==> config.mk <==
export PLATFORM = sky130hd
export DESIGN_NAME = fifo_rd_drain
export DESIGN_NICKNAME = d
export VERILOG_FILES = /design/src/rtl/fifo_rd_drain.sv
export SDC_FILE = /design/constraint.sdc
export NUM_CORES = 1
export LEC_CHECK = 0
export ABC_AREA = 1
export BUFFER_PORTS_ARGS = -buffer_cell sky130_fd_sc_hd__buf_2
export CORE_ASPECT_RATIO = 1.4
export CORE_MARGIN = 2
export CORE_UTILIZATION = 39
export DETAILED_ROUTE_END_ITERATION = 16
export GPL_TIMING_DRIVEN = 0
export PLACE_DENSITY_LB_ADDON = 0.2
export SLEW_MARGIN = 20
export SYNTH_ARGS = -nofsm -noshare
export SYNTH_HDL_FRONTEND = slang
export SYNTH_SLANG_ARGS = --single-unit
==> constraint.sdc <==
create_clock -name clk_i -period 2.58 [get_ports clk_i]
set_input_delay 0.516 -clock clk_i [delete_from_list [all_inputs] [get_ports clk_i]]
set_output_delay 0.516 -clock clk_i [all_outputs]
set_load 0.01 [all_outputs]
==> src/rtl/fifo_rd_drain.sv <==
// rtl/fifo_rd_drain.sv - FIFO read-side drain: pops a 1-cycle-latency FIFO into a valid/ready stream.
// Optional delivered-word counter enabled by defining FIFO_RD_DRAIN_CNT_EN.
module fifo_rd_drain #(
    parameter int WIDTH = 10,
    parameter int CNT_W = 16
) (
    input  logic             clk_i,
    input  logic             rst_n_i,
    input  logic             enable_i,
    input  logic             flush_i,
    output logic             rd_enable_o,
    input  logic [WIDTH-1:0] rd_data_i,
    input  logic             empty_i,
    input  logic             error_i,
    output logic             m_valid_o,
    output logic [WIDTH-1:0] m_data_o,
    input  logic             m_ready_i,
    output logic             flush_done_o,
    output logic             err_o,
    output logic [CNT_W-1:0] rd_count_o
);

    typedef enum logic [1:0] {
        S_IDLE  = 2'd0,
        S_RUN   = 2'd1,
        S_FLUSH = 2'd2
    } state_e;

    state_e           state_q, state_d;
    logic [1:0]       cnt_q, cnt_d;
    logic             head_q, head_d;
    logic             tail_q, tail_d;
    logic             inflight_q;
    logic             err_q, err_d;
    logic [WIDTH-1:0] buf0_q, buf0_d;
    logic [WIDTH-1:0] buf1_q, buf1_d;

    logic             pop_now;
    logic             returning;
    logic             capture;
    logic             cap_err;
    logic [2:0]       occupancy;

    assign m_valid_o = (cnt_q != 2'd0) && (state_q != S_FLUSH);
    assign m_data_o  = head_q ? buf1_q : buf0_q;
    assign err_o     = err_q;
    assign pop_now   = m_valid_o & m_ready_i;

    // Words returning while flushing (or on the flush cycle itself) are dropped.
    assign returning = inflight_q && (state_q != S_FLUSH) && !flush_i;
    assign capture   = returning & ~error_i;
    assign cap_err   = returning & error_i;

    // pop_now implies cnt_q >= 1, so this never goes negative.
    assign occupancy = {1'b0, cnt_q} + {2'b00, inflight_q} - {2'b00, pop_now};

    assign flush_done_o = (state_q == S_FLUSH) && !flush_i && empty_i && !inflight_q;

    always_comb begin
        rd_enable_o = 1'b0;
        case (state_q)
            S_RUN:   rd_enable_o = !empty_i && (occupancy < 3'd2);
            S_FLUSH: rd_enable_o = !empty_i;
            default: rd_enable_o = 1'b0;
        endcase
    end

    always_comb begin
        state_d = state_q;
        if (flush_i) begin
            state_d = S_FLUSH;
        end else begin
            case (state_q)
                S_IDLE:  if (enable_i) state_d = S_RUN;
                S_RUN:   if (!enable_i) state_d = S_IDLE;
                S_FLUSH: if (empty_i && !inflight_q) state_d = S_IDLE;
                default: state_d = S_IDLE;
            endcase
        end
    end

    always_comb begin
        cnt_d  = cnt_q;
        head_d = head_q;
        tail_d = tail_q;
        buf0_d = buf0_q;
        buf1_d = buf1_q;
        err_d  = err_q;
        if (flush_i) begin
            cnt_d  = 2'd0;
            head_d = 1'b0;
            tail_d = 1'b0;
            err_d  = 1'b0;
        end else begin
            if (capture) begin
                if (tail_q) buf1_d = rd_data_i;
                else        buf0_d = rd_data_i;
                tail_d = ~tail_q;
            end
            if (pop_now) begin
                head_d = ~head_q;
            end
            cnt_d = cnt_q + {1'b0, capture} - {1'b0, pop_now};
            if (cap_err) begin
                err_d = 1'b1;
            end
        end
    end

    always_ff @(posedge clk_i or negedge rst_n_i) begin
        if (!rst_n_i) begin
            state_q    <= S_IDLE;
            cnt_q      <= 2'd0;
            head_q     <= 1'b0;
            tail_q     <= 1'b0;
            inflight_q <= 1'b0;
            err_q      <= 1'b0;
            buf0_q     <= '0;
            buf1_q     <= '0;
        end else begin
            state_q    <= state_d;
            cnt_q      <= cnt_d;
            head_q     <= head_d;
            tail_q     <= tail_d;
            inflight_q <= rd_enable_o;
            err_q      <= err_d;
            buf0_q     <= buf0_d;
            buf1_q     <= buf1_d;
        end
    end

`ifdef FIFO_RD_DRAIN_CNT_EN
    logic [CNT_W-1:0] count_q, count_d;

    always_comb begin
        count_d = count_q;
        if (flush_i)      count_d = '0;
        else if (pop_now) count_d = count_q + 1'b1;
    end

    always_ff @(posedge clk_i or negedge rst_n_i) begin
        if (!rst_n_i) count_q <= '0;
        else          count_q <= count_d;
    end

    assign rd_count_o = count_q;
`else
    assign rd_count_o = '0;
`endif

endmodule
==> summary.md <==
| Metric | Value |
|---|---|
| Outcome | finished, violations left |
| Failing checks | setup timing |
| DR vias/cell | 4.67 |
| Placement row count | 27 |
| Fraction of layout instances using a drive strength above 1 | 29.2% |
| Reg2reg end | cnt_q[1]$_DFF_PN0_ |
| Post-layout minimum cycle time | 2760 ps |
| CP Launch Type | register |
| FILL cells | 424 |
| Vias in the first global route | 1331 |
| Simple-gate portion of the synthesized area | 35.8% |
| Clock Path Buffers | 2 |
| Syn_area_per_cell | 7.63 um2 |
| Peak fanout along the critical path | 3 |
| Floorplan die width | 58.4 um |
| Dpl hpwl | 2570 um |
| Die area | 4690 um2 |
| GPL Wtd Cong | 0.738 |
| I/O pins | 47 |
| RSZ-0062 raised after global routing | yes |
| Critical path's top delay family | adder cells |
| Post-DP Area | 1880 um2 |
| Fin. Hold Viols | 0 |
| Static leakage | 1.17 nW |
| Antenna viol nets, final | 0 |
| Hold_buf cts | 0 |
| First-pass iteration count of the detailed router | 4 |
| PortBufs | 29 |
| Final design utilization | 51.2% |
| R2R Setup Slk | 460 ps |
| CTS tree | built |
| Critical Path Max Stage Delay | 480 ps |
| CP max stage cell | fa_1 |
| WP buf/inv | 2 |
| Power Dens Cells | 562 nW/um2 |
| Worst Setup SP | state_q[0]$_DFFE_PN0P_ |
| Storage element area | 701 um2 |
| Final Slew Violations | 0 |
| Post-synth cell types | 23 |
| Area grow syn2layout | 25.1% |
| Maximum number of pins on one net before global-route repair | 29 |
| Clock transition at path regs | 90 ps |
| Yosys warning count | 0 |
| Drt total wl | 3690 um |
| Diodes inserted | 0 |
| Worst path cell trace | inv_2, ha_4, nor2_4, nand2_2, nand2_1, nand3_2, fa_1, nand2_1, nand3b_1, a21oi_2, buf_2 |
| CTS Buf Count | 3 |
| R2r startpoint | state_q[0]$_DFFE_PN0P_ |
| Worst-Margin Slew | 642 ps |
| Final Setup Violations | 1 |
| Mux cell area share after synthesis | 0% |
| F_max | 362 MHz |
| Post-synthesis sequential area ratio | 43.3% |
| Area of the mapped netlist | 1620 um2 |
| Required time worst endpoint | 2060 ps |
| DRC Markers | 0 |
| Design Area, Final | 2020 um2 |
| Routed len/inst | 11.9 um |
| Main combinational cell family by area after synthesis | simple AND/OR/NAND/NOR gates |
| H-tree levels | 1 |
| CTS Root Cell | clkbuf_8 |
| Initial core utilization | 40.9% |
| Worst-Skew Late Latency | 280 ps |
| Gate Count Post-Synth | 212 |
| Total track usage | 17.3% |
| Initial antenna violation count | 0 |
| Rel. slew slack | 57.2% |
| Die Y | 80.2 um |
| Worst r2r path cells | 14 |
| Via count | 1448 |
| # clock sinks | 28 |
| Max-cap violation count | 0 |
| Crit share post-route | 107% |
| Core ar. | 3950 um2 |
| Synth Register Bits | 28 |
| Final setup margin | -184 ps |
| Arrival @ worst endpoint | 2250 ps |
| Synth Area in Adders | 5.10% |
| Complex-gate fraction of the synthesized area | 1.24% |
| First-pass GRT wire length | 6110 um |
| 1st-iter DRT viols | 73 |
| Area of the multi-input gates | 781 um2 |
| Total chip power | 0.00114 W |
| XOR/XNOR Fraction of Synth Area | 0% |
| Crit path capture type | primary output |
| Gr ovfl total | 0 |
| Cell mode on critical path | nand2_1 |
| Setup Skew | 2.79 ps |
| VDD IR-drop max | 344 uV |
| HP Class | input port to async pin |
| Final #Nets | 291 |
| Worst Setup Path Type | register to primary output |
==> report_power, final <==
part / total, W / internal [W] / switching [W] / leakage [nW]
combinational: 0.000312 / 0.000135 / 0.000177 / 0.775
sequential: 0.000548 / 0.000508 / 0.0000399 / 0.371
clock: 0.000277 / 0.000137 / 0.000140 / 0.0288
==> cell usage after synthesis <==
master | count | share of area, %
nand3_2 | 1 | 0.62
conb_1 | 1 | 0.23
a21oi_1 | 3 | 0.93
buf_2 | 2 | 0.62
or2_2 | 1 | 0.39
nand4_1 | 12 | 4.6
nor2_2 | 1 | 0.39
ha_1 | 5 | 3.9
nand2_1 | 88 | 20
nand3_1 | 17 | 5.3
dfrtp_1 | 28 | 43
inv_1 | 13 | 3.0
nor2_1 | 8 | 1.9
inv_2 | 2 | 0.46
buf_4 | 19 | 8.8
nor3_1 | 1 | 0.31
buf_6 | 1 | 0.70
nand2_2 | 2 | 0.77
o21ai_0 | 1 | 0.31
clkbuf_1 | 3 | 0.70
nand3b_1 | 1 | 0.46
fa_1 | 1 | 1.2
nor2_4 | 1 | 0.70
==> per-stage QoR <==
stage | TNS (ps) | hold WS (ps) | std cells | setup WS [ps]
2_1_floorplan | 0 | 220 | 227 | 75.7
3_3_place_gp | -68.8 | 453 | 299 | -68.8
3_5_place_dp | -65.0 | 459 | 299 | -65.0
4_1_cts | -188 | 273 | 309 | -188
5_1_grt | -280 | 295 | 310 | -280
6_report | -184 | 244 | 310 | -184
==> flip-flops by register name, indices dropped and copies added (netlist names) <==
name and flops:
cnt_q 2, buf1_q 10, err_o 1, state_q 2
tail_q 1, buf0_q 10, head_q 1, inflight_q 1
==> worst max path at each step <==
stage	end	slack, ps	cells past startpoint
final	rd_enable_o	-180	11
after global routing	rd_enable_o	-280	11
after CTS	rd_enable_o	-190	11
after detailed placement	rd_enable_o	-70	11
after global placement	rd_enable_o	-70	11
after floorplan	rd_enable_o	80	10
==> cells by family after synthesis <==
kind of cell | after synthesis
AOI/OAI and AO/OA | 4
buffers and inverters | 40
other | 1
and+or+nand+nor | 133
adders and majority gates | 6
DFF | 28
==> layout make-up <==
| type | instances | share of cell area, % |
|---|---|---|
| plain buffers | 25 | 8.66 |
| repair buffers | 36 | 9.96 |
| well taps | 43 | 2.66 |
| flip-flops and latches | 28 | 34.6 |
| multi-input cells | 159 | 38.6 |
| inverters | 15 | 2.78 |
| clock buffers | 4 | 2.72 |
==> cell usage in the layout (no fill, tap or decap) <==
cell type / n
a21oi_2: 1
nor2_1: 6
ha_4: 1
nand4_1: 12
buf_4: 25
fa_1: 1
inv_2: 3
nand3_1: 15
nand3b_1: 1
nand2_2: 3
nand3_2: 3
clkbuf_8: 4
dfrtp_1: 28
or2_2: 1
inv_1: 12
a21oi_1: 2
o21ai_0: 1
conb_1: 16
nor3_1: 1
buf_2: 31
buf_6: 2
clkbuf_1: 3
nand2_1: 87
nor2_2: 2
nor2_4: 2
ha_1: 4
==> what timing repair did <==
item | 4_1_cts | 5_1_grt
buffers inserted | 6 | 1
resized for setup | 10 | 0
pin swaps | 6 | 6
endpoints found under the setup margin | 1 | 1
hold endpoints to repair | 0 | 0
==> per-layer routing <==
layer	up-vias	share of wire, %	track usage [%]	routed length (um)
met5	-	0	0	0
met4	0	2.0	8.60	74
met3	5	5.4	1.61	200
met2	42	52	30.4	1930
met1	657	40	20.4	1480
li1	744	-	-	-
Power figures use the tool's default switching activity.
